--- src/rtl/duplex_buffer_register.sv ---
// duplex_buffer_register
//   Two-channel (A/B) buffer register. Each channel OR-merges data from its
//   transfer register and from the sense amps of its memory modules. Even
//   modules feed A and odd modules feed B. A channel can also be read out
//   serially, LSB first. A registered duplex comparator flags A/B mismatch.
//
//   Optional feature: define BRDX_PARITY_CHK_EN to build the per-channel
//   odd-parity checker. It drives a sticky PERR. Without the macro, PERR is
//   tied to 0.
//
// Parameters
//   WIDTH  bits per channel register (WIDTH-1 data bits, parity in the MSB)
//   NMOD   number of memory modules (even)
//
// Ports
//   V1      in   clock, rising edge
//   RST     in   synchronous active-high reset
//   CBRN    in   [1:0] active-low clear, [0]=A [1]=B
//   SBRX    in   [1:0] load-from-transfer strobe
//   TRA/TRB in   [WIDTH-2:0] transfer-register data
//   PAR     in   [1:0] transfer parity bit per channel
//   SA      in   [NMOD*WIDTH-1:0] sense-amp data, module m at SA[m*WIDTH +: WIDTH]
//   MSEL    in   [NMOD-1:0] per-module sense strobe
//   SGO     in   [1:0] serial readout start
//   CMPEN   in   duplex compare enable
//   BRA/BRB out  [WIDTH-1:0] register contents
//   SER     out  [1:0] serial bit, 0 when idle
//   BUSY    out  [1:0] channel is shifting
//   PERR    out  [1:0] sticky parity error
//   MISCMP  out  registered duplex miscompare
module duplex_buffer_register #(
  parameter int WIDTH = 14,
  parameter int NMOD  = 8
) (
  input  logic                    V1,
  input  logic                    RST,
  input  logic [1:0]              CBRN,
  input  logic [1:0]              SBRX,
  input  logic [WIDTH-2:0]        TRA,
  input  logic [WIDTH-2:0]        TRB,
  input  logic [1:0]              PAR,
  input  logic [NMOD*WIDTH-1:0]   SA,
  input  logic [NMOD-1:0]         MSEL,
  input  logic [1:0]              SGO,
  input  logic                    CMPEN,
  output logic [WIDTH-1:0]        BRA,
  output logic [WIDTH-1:0]        BRB,
  output logic [1:0]              SER,
  output logic [1:0]              BUSY,
  output logic [1:0]              PERR,
  output logic                    MISCMP
);

  localparam logic [0:0] ST_IDLE  = 1'b0;
  localparam logic [0:0] ST_SHIFT = 1'b1;
  localparam int         CNT_W    = $clog2(WIDTH);
  localparam logic [CNT_W-1:0] CNT_LAST = CNT_W'(WIDTH - 1);

  logic [1:0][WIDTH-2:0] tr;
  logic [1:0][WIDTH-1:0] sense_or;
  logic [1:0]            sense_hit;
  logic [1:0][WIDTH-1:0] br_all;

  assign tr[0] = TRA;
  assign tr[1] = TRB;

  // Module m belongs to channel m%2; strobes of the other channel's modules
  // never reach this channel's merge term.
  always_comb begin
    sense_or  = '0;
    sense_hit = '0;
    for (int m = 0; m < NMOD; m++) begin
      if (MSEL[m]) begin
        sense_or[m % 2]  = sense_or[m % 2] | SA[m*WIDTH +: WIDTH];
        sense_hit[m % 2] = 1'b1;
      end
    end
  end

  for (genvar c = 0; c < 2; c++) begin : g_ch
    logic [0:0]       state;
    logic [CNT_W-1:0] cnt;
    logic [WIDTH-1:0] br;
    logic             idle;
    logic             load;
    logic             load_any;
    logic [WIDTH-1:0] br_next;

    assign idle     = (state == ST_IDLE);
    assign load     = SBRX[c] | sense_hit[c];
    // A clear counts as a load term for the purpose of dropping SGO.
    assign load_any = load | ~CBRN[c];
    assign br_next  = (CBRN[c] ? br : '0)
                    | (SBRX[c] ? {PAR[c], tr[c]} : '0)
                    | sense_or[c];

    always_ff @(posedge V1) begin
      if (RST) begin
        state <= ST_IDLE;
        cnt   <= '0;
        br    <= '0;
      end else begin
        case (state)
          ST_IDLE: begin
            br <= br_next;
            if (SGO[c] && !load_any) begin
              state <= ST_SHIFT;
              cnt   <= '0;
            end
          end
          default: begin
            br <= br >> 1;
            if (cnt == CNT_LAST) begin
              state <= ST_IDLE;
              cnt   <= '0;
            end else begin
              cnt <= cnt + 1'b1;
            end
          end
        endcase
      end
    end

    assign br_all[c] = br;
    assign BUSY[c]   = (state == ST_SHIFT);
    assign SER[c]    = (state == ST_SHIFT) & br[0];

`ifdef BRDX_PARITY_CHK_EN
    logic chk_p1;
    logic perr;

    function automatic logic parity_bad(input logic [WIDTH-1:0] v);
      return ~(^v);
    endfunction

    // Check stage: chk_p1 marks the cycle after a load, when br holds the
    // merged value.
    always_ff @(posedge V1) begin
      if (RST) begin
        chk_p1 <= 1'b0;
        perr   <= 1'b0;
      end else begin
        chk_p1 <= idle & load;
        if (chk_p1 && parity_bad(br))
          perr <= 1'b1;
        else if (idle && !CBRN[c])
          perr <= 1'b0;
      end
    end

    assign PERR[c] = perr;
`else
    assign PERR[c] = 1'b0;
`endif
  end

  assign BRA = br_all[0];
  assign BRB = br_all[1];

  always_ff @(posedge V1) begin
    if (RST) begin
      MISCMP <= 1'b0;
    end else if (CMPEN && (BUSY == 2'b00)) begin
      MISCMP <= (br_all[0] != br_all[1]);
    end
  end

endmodule

--- config.mk ---
export PLATFORM = sky130hd
export DESIGN_NAME = duplex_buffer_register
export DESIGN_NICKNAME = d
export VERILOG_FILES = /design/src/rtl/duplex_buffer_register.sv
export SDC_FILE = /design/constraint.sdc
export NUM_CORES = 1
export LEC_CHECK = 0
export ABC_AREA = 1
export CAP_MARGIN = 20
export CORE_MARGIN = 2
export CORE_UTILIZATION = 40
export CTS_CLUSTER_DIAMETER = 200
export DETAILED_ROUTE_END_ITERATION = 8
export PLACE_DENSITY_LB_ADDON = 0.1
export SLEW_MARGIN = 20
export SYNTH_ARGS = -nofsm -noshare
export SYNTH_HDL_FRONTEND = slang
export SYNTH_SLANG_ARGS = --single-unit
--- constraint.sdc ---
create_clock -name V1 -period 2.3 [get_ports V1]
set_input_delay 0.69 -clock V1 [delete_from_list [all_inputs] [get_ports V1]]
set_output_delay 0.69 -clock V1 [all_outputs]
set_load 0.005 [all_outputs]
==> out/results.tsv, run 1 <==
metric	value	unit
rows	31	
worstPathCellList	nand2_1, inv_1, clkdlybuf4s50_1	
fin_setup_tns	0	ns
cts_setup_buffers	0	
rsz0062_at_grt	no	
cp_max_fo	7	
synth_top_cell_by_area	dfxtp_1	
cts_tree	built	
synthDistinctLibCells	27	
diodes	0	
period_minus_slack	2.096	ns
rr_endpoint	MISCMP	
synth_edf_count	0	
grt_pass1_wl	18.25	mm
wl_per_cell	14.80	µm
cpMaxStageDelayCell	dfxtp_1	
synth_top_cell_area_share	26.05	%
crit_start	g_ch[1].state	
grt_use_total	27.19	%
maxSlewViolCount	0	
layout.nets	832	
syn_area	2997	µm²
place.port_buffers	189	
synth_seq_area_share	26.05	%
synth-compound-area-share	24.30	%
whs_path_depth	2	
finalSetupViolations	0	
hold_end	g_ch[0].cnt[1]	
cts_hold_buf	0	
grt_pass1_vias	3856	
yosysWarnings	0	
gp_congestion	0.8793	
initial_core_util	41.31	%
die-height	90.56	µm
die_area	8200	µm²
slew_headroom	64.87	%
antenna_found_initial	0	
powerDensity	381.6	nW/µm²
peakVddDrop	0.0002096	V
synth_seq_cells	39	
insertion_delay	0.29	ns
synthMuxAreaShare	0	%
cp-end-kind	output pin	
clkSinkCount	39	
worstRegToRegCells	7	
setup.worst_path.class	flop to output pin	
critPathBufInv	2	
post_cts_resized	0	
synthArstFlopShare	0	%
first_pass_iters	4	
syn_avg_cell_area	6.179	µm²
drtIter0Drc	135	
avgViaCountPerCell	5.021	
ant_nets	0	
crit_path_start_kind	flop	
synthXorXnorAreaFrac	0.8768	%
cts_max_path_buffers	2	
cts_inserted_buffers	5	
min_path_type	flop to flop	
fmax	477.0	MHz
ios	192	
post-dp-hpwl	9.154	mm
core	7253	µm²
timing.final.crit_share	91.14	%
drc	0	
vias	3861	
n_fill_cell	659	
outcome	complete, no violations	
post-place-ws	0.2256	ns
htree_levels	2	
synth_top_family_by_area	simple AND/OR/NAND/NOR gates	
grt_max_degree	34	
wl	11.38	mm
clk_pin_slew	0.07	ns
die-width	90.56	µm
min_from	g_ch[0].cnt[1]	
required	1.61	ns
synthTopCellsByArea	dfxtp_1 26%, nand2_1 24%, a21oi_1 11%	
synthAdderAreaFrac	1.670	%
critPathTopFamily	buffers and inverters	
layout-drive-gt1-share	8.060	%
p_leak	2.207	nW
hold_viol_final	0	
grt_overflow	0	
synth_flop_cell	dfxtp_1	
syn_inst	485	
rrSetupSlack	0.86	ns
area_growth	66.81	%
tightest_slew	0.5253	ns
synth-simple-area-share	35.20	%
crit_arrival	1.41	ns
cpPeakStageDelay	0.49	ns
r2r-start	g_ch[1].state	
finClkSkew	0.007999	ns
fin_ws	0.2037	ns
cap_violations	0	
clock-root-buffer	clkbuf_8	
[cell usage in the layout, fill, tap and decap left out]
cell type,netlist,layout
a21oi_1,63,63
a21oi_2,3,3
a41oi_1,11,11
a41oi_2,8,8
buf_4,19,16
clkbuf_1,0,1
clkbuf_8,0,5
clkdlybuf4s50_1,0,189
conb_1,1,2
dfxtp_1,39,39
ha_1,4,4
inv_1,34,34
inv_2,4,4
nand2_1,195,195
nand2_2,13,13
nand3_1,17,17
nand3_2,3,3
nand4_2,1,1
nor2_1,23,23
nor3_1,1,1
nor3_2,1,1
o21ai_0,29,29
o21ai_1,3,3
or2_0,1,1
or2_1,1,1
xnor2_1,1,1
xor2_1,2,2
[Yosys cell counts, types with 4 or more instances]
master,n
buf_6,4
a41oi_2,8
dfxtp_1,39
buf_4,19
nand3_1,17
inv_1,34
nor2_1,23
o21ai_0,29
nand2_1,195
nand2_2,13
ha_1,4
a21oi_1,63
a41oi_1,11
inv_2,4
[registers in the layout, summed over array words and instances, names as in the netlist]
register and cells:
MISCMP 1, BRB 14, BRA 14, g_ch.cnt 8
g_ch.state 2
[cells by family after synthesis]
family | count (synthesis)
AOI/OAI and AO/OA | 117
xor gates and xnor gates | 3
adders and majority gates | 4
buffers and inverters | 65
DFF | 39
other | 1
and+or+nand+nor | 256
[how the worst max path moves through the flow]
| stage | end | slack (ns) | cells past startpoint |
|---|---|---|---|
| 3_3_place_gp | g_ch[1].cnt[1] | 0.23 | 5 |
| 5_1_grt | SER[1] | 0.13 | 3 |
| 6_report | SER[1] | 0.20 | 3 |
| 2_1_floorplan | SER[0] | 0.88 | 4 |
| 4_1_cts | SER[1] | 0.19 | 3 |
| 3_5_place_dp | g_ch[1].cnt[2] | 0.23 | 5 |
[where the power goes]
group          total [mW]  leakage (nW)  internal [mW]  switching, mW
registers           0.789         0.325          0.720         0.0692
logic               0.688          1.85          0.424          0.264
clock network       0.431        0.0371          0.202          0.228
total                1.91          2.21           1.35          0.562
[worst min-delay path, delay by kind of cell (launching register included)]
kind | cells | cell delay, ns
AND/OR/NAND/NOR | 1 | 0.08
flip-flops | 1 | 0.33
AO/OA/AOI/OAI | 1 | 0.05
[layer usage]
metal	routed length (µm)	GRT usage (%)	vias up
met2	5506	48.38	175
met5	0	0	-
met3	976	7.846	19
met4	203	8.333	0
met1	4692	31.34	1718
li1	-	-	1949
[area by class of cell]
cell class                 count  area (µm²)  area share [%]
timing repair buffer         205        2012           40.25
multi-input combinational    382        1867           37.35
sequential                    39       780.7           15.62
inverter                      38       142.6           2.854
tap                           99       123.9           2.478
clock buffer                   6       72.57           1.452
[stage by stage]
stage	hold slack, ns	cells	power, mW	utilization [%]	instance area [µm²]
floorplan	0.4689	486	1.043	-	3000
global placement	0.4834	763	1.477	67.91	4926
detailed placement	0.5045	763	1.490	67.91	4926
CTS	0.5128	769	1.912	68.92	4999
global route	0.5366	769	2.009	68.92	4999
finish	0.5088	769	1.907	68.92	4999
(Power assumes the default switching activity.)
==> run 2, diff against run 1 <==
--- a/config.mk
+++ b/config.mk
@@ -7,12 +7,15 @@
 export LEC_CHECK = 0
 export ABC_AREA = 1
 export CAP_MARGIN = 20
+export CORE_ASPECT_RATIO = 1.4
 export CORE_MARGIN = 2
 export CORE_UTILIZATION = 40
 export CTS_CLUSTER_DIAMETER = 200
+export CTS_CLUSTER_SIZE = 16
 export DETAILED_ROUTE_END_ITERATION = 8
 export PLACE_DENSITY_LB_ADDON = 0.1
 export SLEW_MARGIN = 20
 export SYNTH_ARGS = -nofsm -noshare
 export SYNTH_HDL_FRONTEND = slang
 export SYNTH_SLANG_ARGS = --single-unit
+export TNS_END_PERCENT = 50
==> out/results.tsv, run 2 (synthesized netlist as in run 1, its figures left out) <==
metric	value	unit
avgViaCountPerCell	5.156	
layout.nets	833	
grt_pass1_wl	18.28	mm
cp-end-kind	output pin	
p_leak	2.217	nW
antenna_found_initial	0	
clkPwrFrac	22.2	%
utilization	68.58	%
die-width	77.15	µm
gp_congestion	0.9427	
cts_tree	built	
required	1.61	ns
grt_overflow	0	
rrSetupSlack	0.93	ns
whs_path_depth	2	
fin_ws	0.2238	ns
maxSlewViolCount	0	
grt_max_degree	23	
grt_pass1_vias	3933	
htree_levels	2	
clkSinkCount	39	
crit_arrival	1.39	ns
grt_use_total	27.29	%
post-place-ws	0.1646	ns
p_switching	558.3	µW
holdWs	0.5038	ns
place.port_buffers	189	
min_from	g_ch[0].cnt[3]	
timing.final.crit_share	90.27	%
drc	0	
slew_headroom	60.27	%
finalSetupViolations	0	
finClkSkew	0.001203	ns
cap_violations	0	
min_path_type	flop to flop	
die-height	106.4	µm
post-dp-hpwl	9.326	mm
worstRegToRegCells	7	
setup.worst_path.class	flop to output pin	
period_minus_slack	2.076	ns
final_common_cell	nand2_1	
rr_endpoint	MISCMP	
layout-drive-gt1-share	8.197	%
first_pass_iters	4	
mostFrequentLayoutCells	195 x nand2_1, 189 x clkdlybuf4s50_1, 63 x a21oi_1	
hold_viol_final	0	
cts_hold_buf	0	
power_frac_seq	41.4	%
die_area	8210	µm²
insertion_delay	0.29	ns
initial_core_util	40.97	%
area_growth	67.39	%
post_cts_resized	0	
p_comb_share	36.3	%
wl	11.51	mm
p_sw_share	29.29	%
cts_setup_buffers	0	
drtIter0Drc	170	
hold_end	g_ch[0].cnt[3]	
outcome	complete, no violations	
ios	192	
powerDensity	380.0	nW/µm²
clock-root-buffer	clkbuf_8	
ant_nets	0	
n_fill_cell	663	
fin_total_pwr	1.906	mW
vias	3960	
fin_setup_tns	0	ns
fmax	481.7	MHz
core	7315	µm²
cts_max_path_buffers	2	
crit_path_start_kind	flop	
rsz0062_at_grt	no	
peakVddDrop	0.0001968	V
p_int	1.348	mW
clk_pin_slew	0.07	ns
cp_max_fo	8	
wl_per_cell	14.98	µm
r2r-start	g_ch[1].state	
rows	37	
tightest_slew	0.5941	ns
cts_inserted_buffers	5	
diodes	0	
==> run 2: worst max-delay path by stage <==
| stage | start | slack, ns | cells past startpoint | to |
|---|---|---|---|---|
| 2_1_floorplan | g_ch[0].state | 0.88 | 4 | SER[0] |
| 3_3_place_gp | MSEL[7] | 0.24 | 5 | g_ch[1].cnt[1] |
| 3_5_place_dp | MSEL[7] | 0.16 | 5 | g_ch[1].cnt[1] |
| 4_1_cts | g_ch[0].state | 0.21 | 2 | BUSY[0] |
| 5_1_grt | g_ch[0].state | 0.17 | 2 | BUSY[0] |
| 6_report | g_ch[0].state | 0.22 | 2 | BUSY[0] |
==> run 2: final cells by class <==
cell class                      instances  area, µm²  share of cell area, %
Tap cell                               97      121.4                  2.420
Inverter                               38      142.6                  2.844
Multi-Input combinational cell        382       1867                  37.22
Sequential cell                        39      780.7                  15.56
Timing Repair Buffer                  206       2032                  40.51
Clock buffer                            6      72.57                  1.447
==> run 2: power by group through the flow <==
stage	sequential, mW	combinational (mW)	clock, mW
2_1_floorplan	0.782	0.261	0
3_3_place_gp	0.802	0.681	0
4_1_cts	0.788	0.694	0.435
6_report	0.789	0.693	0.424
5_1_grt	0.795	0.756	0.455
3_5_place_dp	0.803	0.691	0
==> run 2: critical path: stages (launching register included) <==
cell and delay, ns:
dfxtp_1 0.39, buf_4 0.20, clkdlybuf4s50_1 0.51
==> run 2: stage by stage <==
step | cells | cell area [µm²]
global placement | 762 | 4943
CTS | 768 | 5016
floorplan | 486 | 3000
global route | 768 | 5016
finish | 768 | 5016
detailed placement | 762 | 4943
==> run 2: per-layer routing <==
layer	share of wire (%)	GRT usage [%]	vias to the layer above
met5	0	0	-
li1	-	-	1955
met2	51	51.61	213
met1	38	29.70	1775
met4	1.9	8.036	0
met3	9.4	6.452	17
